<file path="src/rtl/round_sequencer_pkg.sv">
// Shared state/winner encodings and score helpers for the round sequencer.
package round_seq_pkg;

  typedef enum logic [2:0] {
    RST_RND    = 3'd0,
    COUNTDOWN  = 3'd1,
    FIGHT      = 3'd2,
    KO         = 3'd3,
    MATCH_OVER = 3'd4
  } state_e;

  typedef enum logic [1:0] {
    WIN_NONE = 2'b00,
    WIN_P1   = 2'b01,
    WIN_P2   = 2'b10,
    WIN_DRAW = 2'b11
  } win_e;

  localparam logic [1:0] SCORE_MAX = 2'd3;

  function automatic logic [1:0] sat_inc(input logic [1:0] s, input logic en);
    return (en && (s != SCORE_MAX)) ? s + 2'd1 : s;
  endfunction

endpackage

</file>
<file path="src/rtl/round_sequencer_hold_timer.sv">
// Counts consecutive tick samples of `level` high; `fire` pulses on the
// HOLD_TICKS-th one (same cycle as that tick) and the count restarts.
module hold_timer #(
  parameter int HOLD_TICKS = 40
) (
  input  logic clk,
  input  logic reset,
  input  logic tick,
  input  logic level,
  output logic fire
);

  localparam int CW = $clog2(HOLD_TICKS + 1);
  localparam logic [CW-1:0] LAST = CW'(HOLD_TICKS - 1);

  logic [CW-1:0] cnt_q, cnt_d;

  always_comb begin
    cnt_d = cnt_q;
    fire  = 1'b0;
    if (tick) begin
      if (!level) begin
        cnt_d = '0;
      end else if (cnt_q == LAST) begin
        cnt_d = '0;
        fire  = 1'b1;
      end else begin
        cnt_d = cnt_q + CW'(1);
      end
    end
  end

  always_ff @(posedge clk) begin
    if (!reset) cnt_q <= '0;
    else        cnt_q <= cnt_d;
  end

endmodule

</file>
<file path="src/rtl/round_sequencer.sv">
// Round lifecycle: reset pulse, 3-2-1 countdown, fight, KO scoring, best-of-N match, hold-to-restart.
// Advances only on `tick`; ROUND_SEQ_TIMEOUT_EN adds a fight time limit decided on health.
module round_sequencer
  import round_seq_pkg::*;
#(
  parameter int COUNT_TICKS   = 20,
  parameter int KO_TICKS      = 40,
  parameter int HOLD_TICKS    = 40,
  parameter int ROUNDS_TO_WIN = 2,
  parameter int TIME_LIMIT    = 1980
) (
  input  logic       clk,
  input  logic       reset,
  input  logic       tick,
  input  logic [1:0] winner,
  input  logic [8:0] health_1,
  input  logic [8:0] health_2,
  input  logic       restart_btn,
  input  logic       force_rst,
  output logic       game_rst,
  output logic       play_en,
  output logic [2:0] state,
  output logic [1:0] countdown,
  output logic [1:0] p1_rounds,
  output logic [1:0] p2_rounds,
  output logic [1:0] match_winner,
  output logic       timed_out
);

  localparam int CMAX = (COUNT_TICKS > KO_TICKS) ? COUNT_TICKS : KO_TICKS;
  localparam int CW   = $clog2(CMAX + 1);
  localparam logic [CW-1:0] COUNT_LAST = CW'(COUNT_TICKS - 1);
  localparam logic [CW-1:0] KO_LAST    = CW'(KO_TICKS - 1);
  localparam logic [1:0]    R_WIN      = 2'(ROUNDS_TO_WIN);

  state_e        state_q, state_d;
  logic [CW-1:0] cnt_q, cnt_d;
  logic [1:0]    digit_q, digit_d;
  logic [1:0]    p1_q, p1_d, p2_q, p2_d;
  logic [1:0]    mw_q, mw_d;

  logic       restart_fire, force_fire, restart;
  logic       timeout_hit;
  logic [1:0] to_win;
  logic [1:0] round_code;
  logic       round_end;
  logic       p1_reach, p2_reach;

  // restart_btn doubles as attack, so its hold only counts in MATCH_OVER
  hold_timer #(.HOLD_TICKS(HOLD_TICKS)) u_restart_hold (
    .clk(clk), .reset(reset), .tick(tick),
    .level(restart_btn && (state_q == MATCH_OVER)), .fire(restart_fire)
  );

  hold_timer #(.HOLD_TICKS(HOLD_TICKS)) u_force_hold (
    .clk(clk), .reset(reset), .tick(tick),
    .level(force_rst), .fire(force_fire)
  );

  assign restart = restart_fire || force_fire;

`ifdef ROUND_SEQ_TIMEOUT_EN
  localparam int FW = $clog2(TIME_LIMIT + 1);
  logic [FW-1:0] fcnt_q, fcnt_d;
  logic          to_q, to_d;

  assign timeout_hit = (state_q == FIGHT) && (fcnt_q == FW'(TIME_LIMIT - 1));
  assign to_win      = (health_1 > health_2) ? WIN_P1 :
                       (health_2 > health_1) ? WIN_P2 : WIN_DRAW;

  always_comb begin
    fcnt_d = fcnt_q;
    to_d   = to_q;
    if (tick) begin
      fcnt_d = (state_q == FIGHT) ? fcnt_q + FW'(1) : '0;
      if (restart)        to_d = 1'b0;
      else if (round_end) to_d = (winner == WIN_NONE);
    end
  end

  always_ff @(posedge clk) begin
    if (!reset) begin
      fcnt_q <= '0;
      to_q   <= 1'b0;
    end else begin
      fcnt_q <= fcnt_d;
      to_q   <= to_d;
    end
  end

  assign timed_out = to_q;
`else
  logic unused_timeout;
  assign unused_timeout = ^{health_1, health_2, TIME_LIMIT[0]};
  assign timeout_hit    = 1'b0;
  assign to_win         = WIN_NONE;
  assign timed_out      = 1'b0;
`endif

  // a real winner code on the limit tick takes priority over the health decision
  assign round_code = ((winner == WIN_NONE) && timeout_hit) ? to_win : winner;
  assign round_end  = (state_q == FIGHT) && (round_code != WIN_NONE);
  assign p1_reach   = (p1_q >= R_WIN);
  assign p2_reach   = (p2_q >= R_WIN);

  always_comb begin
    state_d = state_q;
    cnt_d   = cnt_q;
    digit_d = digit_q;
    p1_d    = p1_q;
    p2_d    = p2_q;
    mw_d    = mw_q;
    if (tick) begin
      if (restart) begin
        state_d = RST_RND;
        cnt_d   = '0;
        digit_d = 2'd0;
        p1_d    = 2'd0;
        p2_d    = 2'd0;
        mw_d    = WIN_NONE;
      end else begin
        case (state_q)
          RST_RND: begin
            state_d = COUNTDOWN;
            digit_d = 2'd3;
            cnt_d   = '0;
          end
          COUNTDOWN: begin
            if (cnt_q == COUNT_LAST) begin
              cnt_d   = '0;
              digit_d = digit_q - 2'd1;
              if (digit_q == 2'd1) state_d = FIGHT;
            end else begin
              cnt_d = cnt_q + CW'(1);
            end
          end
          FIGHT: begin
            if (round_end) begin
              state_d = KO;
              cnt_d   = '0;
              // bit0 set for P1 or draw, bit1 for P2 or draw
              p1_d    = sat_inc(p1_q, round_code[0]);
              p2_d    = sat_inc(p2_q, round_code[1]);
            end
          end
          KO: begin
            if (cnt_q == KO_LAST) begin
              cnt_d = '0;
              if (p1_reach || p2_reach) begin
                state_d = MATCH_OVER;
                mw_d    = {p2_reach, p1_reach};
              end else begin
                state_d = RST_RND;
              end
            end else begin
              cnt_d = cnt_q + CW'(1);
            end
          end
          MATCH_OVER: ;
          default: state_d = RST_RND;
        endcase
      end
    end
  end

  always_ff @(posedge clk) begin
    if (!reset) begin
      state_q <= RST_RND;
      cnt_q   <= '0;
      digit_q <= 2'd0;
      p1_q    <= 2'd0;
      p2_q    <= 2'd0;
      mw_q    <= WIN_NONE;
    end else begin
      state_q <= state_d;
      cnt_q   <= cnt_d;
      digit_q <= digit_d;
      p1_q    <= p1_d;
      p2_q    <= p2_d;
      mw_q    <= mw_d;
    end
  end

  assign state        = state_q;
  assign game_rst     = (state_q == RST_RND);
  assign play_en      = (state_q == FIGHT);
  assign countdown    = digit_q;
  assign p1_rounds    = p1_q;
  assign p2_rounds    = p2_q;
  assign match_winner = mw_q;

endmodule

</file>
<file path="config.mk">
export PLATFORM = sky130hd
export DESIGN_NAME = round_sequencer
export DESIGN_NICKNAME = d
export VERILOG_FILES = /design/src/rtl/round_sequencer_pkg.sv /design/src/rtl/round_sequencer_hold_timer.sv /design/src/rtl/round_sequencer.sv
export SDC_FILE = /design/constraint.sdc
export NUM_CORES = 1
export LEC_CHECK = 0
export CORE_AREA = 2 2 60 62
export DETAILED_ROUTE_END_ITERATION = 8
export DIE_AREA = 0 0 62 64
export HOLD_SLACK_MARGIN = 0.15
export MAX_ROUTING_LAYER = met4
export PLACE_DENSITY = 0.83
export SYNTH_ARGS = -nofsm -noshare
export SYNTH_HDL_FRONTEND = slang
export SYNTH_SLANG_ARGS = --single-unit
</file>
<file path="constraint.sdc">
create_clock -name clk -period 5.09 [get_ports clk]
set_input_delay 1.018 -clock clk [delete_from_list [all_inputs] [get_ports clk]]
set_output_delay 1.018 -clock clk [all_outputs]
set_load 0.005 [all_outputs]
</file>
==> flow_summary_export.csv <==
group,metric,value,unit
place,dp_hpwl,2520,µm
timing,fmax,359,MHz
yosys,netlist_area,0.00174,mm²
timing,finalCritPeriodShare,54.7,%
finish,layout.nets,266,
finish,final_cell_mix,"dfxtp_1, nor2_1, nand2_1, clkdlybuf4s50_1",
setup_path,cp-startpoint,"state[2]",
setup_path,slowest_delay,490,ps
global_routing,antenna_found_initial,0,
setup_path,endpoint_kind,"primary output",
global_routing,grt_pass1_wl,6110,µm
timing,skew,7.74,ps
yosys,synth_xor_xnor_area_share,2.52,%
finish,layout_commonest_cell,"dfxtp_1",
route,drt-pass1-iter-count,4,
clocking,post-cts-setup-buffers,0,
route,drc,0,
global_routing,overflow,0,
global_routing,grt_use_total,21.1,%
power_and_ir_drop,vdd_drop_max,0.154,mV
yosys,ys_async_sr_fraction,0,%
yosys,avgSynthCellArea,7.98,µm²
timing,period_needed,2790,ps
floorplan,start_util,53.0,%
timing,hold_viol,0,
clocking,clockBufferDepth,2,
setup_path,cp.arrival,1770,ps
yosys,synth_compound_area_share,18.7,%
clocking,post_cts_resized,0,
clocking,cts_buffers,5,
global_routing,grt_pass1_vias,1366,
floorplan,placementRows,21,
yosys,netlist_instances,218,
setup_path,cp_max_fo,13,
run,maxCapViolCount,0,
floorplan,die_h,64,µm
finish,final_cells,280,
yosys,synth_nets,251,
timing,max_slew_margin,54.6,%
floorplan,die_x,62,µm
setup_path,cp-start-kind,"flop",
clocking,cts_tree,"built",
setup_path,timing.rr.start,"state[1]",
global_routing,grt_max_degree,28,
floorplan,design.core.area,0.00328,mm²
route,vias_per_cell,5.77,
setup_path,ff2ff_setup_slack,2830,ps
timing,setup_tns,0,ps
setup_path,crit_required,4070,ps
setup_path,crit_chain,"nor2_1 -> nand2_1 -> inv_1 -> clkdlybuf4s50_1",
clocking,htree_levels,2,
floorplan,ios,39,
place,gp_congestion,0.855,
finish,insertedDiodeCount,0,
finish,final_util,61.3,%
clocking,cts.sinks,29,
setup_path,setup.worst_path.class,"reg2out",
clocking,clk_latency,340,ps
yosys,yosys_warnings,0,
place,io_buffers,19,
finish,nFillCells,302,
yosys,synth_top_family_by_area,"simple AND/OR/NAND/NOR gates",
finish,syn_to_final_growth,15.7,%
timing,slew_viol_final,0,
worst_hold_path,hold_class,"reg2reg",
setup_path,cp_slowest_cell,"clkdlybuf4s50_1",
yosys,synth-seq-cells,29,
yosys,synth-adder-area-share,5.76,%
clocking,cts-root-buf,"clkbuf_4",
route,wl_per_cell,13.0,µm
place,post-place-cells,272,
route,first_iter_violations,84,
clocking,ctsHoldBuffers,0,
setup_path,critical_path.top_delay_family,"buffers and inverters",
power_and_ir_drop,powerDensity,240,mW/mm²
setup_path,crit_buf_inv,2,
route,vias,1615,
yosys,synth_edf_count,0,
yosys,ys_seq_area_share,33.4,%
finish,drive_above_1_share,8.12,%
timing,rsz0062_at_grt,"false",
route,ant_nets,0,
floorplan,dieArea,0.00397,mm²
clocking,path_clk_slew,100,ps
timing,setup_viol,0,
yosys,synthMuxAreaShare,0.576,%
yosys,post_synth_num_cell_types,49,
timing,tightest_slew,680,ps
route,drt-total-wl,3630,µm
power_and_ir_drop,p_leak,0.698,nW
outcome,outcome,"finished clean",
yosys,synthSimpleGateAreaFrac,33.5,%
worst_hold_path,hp-start,"u_force_hold.cnt_q[1]",
yosys,synth_ff_type,"dfxtp_1",
-- worst paths after layout --
check | end | cells past startpoint
worst min register to register | u_force_hold.cnt_q[1] | 2
worst max register to register | state[1] | 5
worst max-delay path | play_en | 4
worst min-delay path | u_force_hold.cnt_q[1] | 2
-- synthesized netlist by cell type (all sizes together), types with 2 or more instances --
master | instances | share of area, %
or3 | 2 | 0.72
a311oi | 2 | 1.0
dfxtp | 29 | 33
nand2b | 4 | 1.4
nand2 | 19 | 4.1
inv | 11 | 2.4
o31ai | 3 | 1.6
o31a | 3 | 1.5
xnor2 | 3 | 1.5
nand3 | 10 | 2.9
a21oi | 10 | 2.9
nand4 | 7 | 2.5
a32o | 2 | 1.2
nor2 | 28 | 6.0
and3 | 4 | 1.4
o21a | 2 | 0.86
nor3 | 11 | 3.7
o21ai | 11 | 3.4
clkbuf | 8 | 1.7
buf | 4 | 1.3
ha | 8 | 5.8
a31oi | 3 | 1.1
nand4b | 5 | 2.5
xor2 | 2 | 1.0
nor4 | 5 | 1.8
nor2b | 4 | 1.4
a22oi | 2 | 0.86
-- logic make-up (layout without fill, tap and decap cells) --
logic type,count (synthesis),count (layout)
other,1,1
AO/OA/AOI/OAI,45,45
XOR/XNOR,5,5
AND/OR/NAND/NOR,106,106
buffers and inverters,23,39
adder cells (fa/ha/maj),8,8
multiplexers,1,1
flip-flops,29,29
-- state kept, by name (all words and copies together), names as in the netlist --
| register | flops |
|---|---|
| cnt_q | 6 |
| u_force_hold.cnt_q | 6 |
| match_winner | 2 |
| p1_rounds | 2 |
| u_restart_hold.cnt_q | 6 |
| countdown | 2 |
| state | 3 |
| p2_rounds | 2 |
-- metrics by stage --
step	setup slack, ps	hold WS [ps]	total power [W]	instance area (µm²)
3_3_place_gp	2070	470	0.000321	1940
5_1_grt	2170	503	0.000508	2010
2_1_floorplan	2900	455	0.000294	1740
6_report	2300	495	0.000483	2010
3_5_place_dp	2080	478	0.000322	1940
4_1_cts	2290	493	0.000486	2010
-- layout make-up --
cell class	instances	area [µm²]	share of cell area, %
repair buffers	20	198	9.83
multi-input cells	166	1060	52.9
clock inverters	1	5.00	0.249
well taps	46	57.6	2.86
clock buffers	7	65.1	3.23
inverters	11	41.3	2.05
flip-flops and latches	29	581	28.9
-- worst min-delay path, stage by stage, from the launching register on --
cell,delay [ps]
dfxtp_1,340
nand2_1,70
a21oi_1,50
-- power breakdown --
part | internal (W) | switching (W) | leakage, nW
combinational | 0.0000358 | 0.0000353 | 0.422
clock | 0.0000799 | 0.0000853 | 0.0413
sequential | 0.000233 | 0.0000132 | 0.235
total | 0.000349 | 0.000134 | 0.698
-- metal layers --
| metal | track usage (%) | share of wire (%) | up-vias |
|---|---|---|---|
| li1 | - | - | 819 |
| met1 | 26.2 | 45 | 757 |
| met2 | 31.0 | 49 | 33 |
| met3 | 7.29 | 4.5 | 6 |
| met4 | 7.98 | 1.6 | 0 |
| met5 | - | 0 | - |
Note: power is estimated with default switching activity, not from simulation.
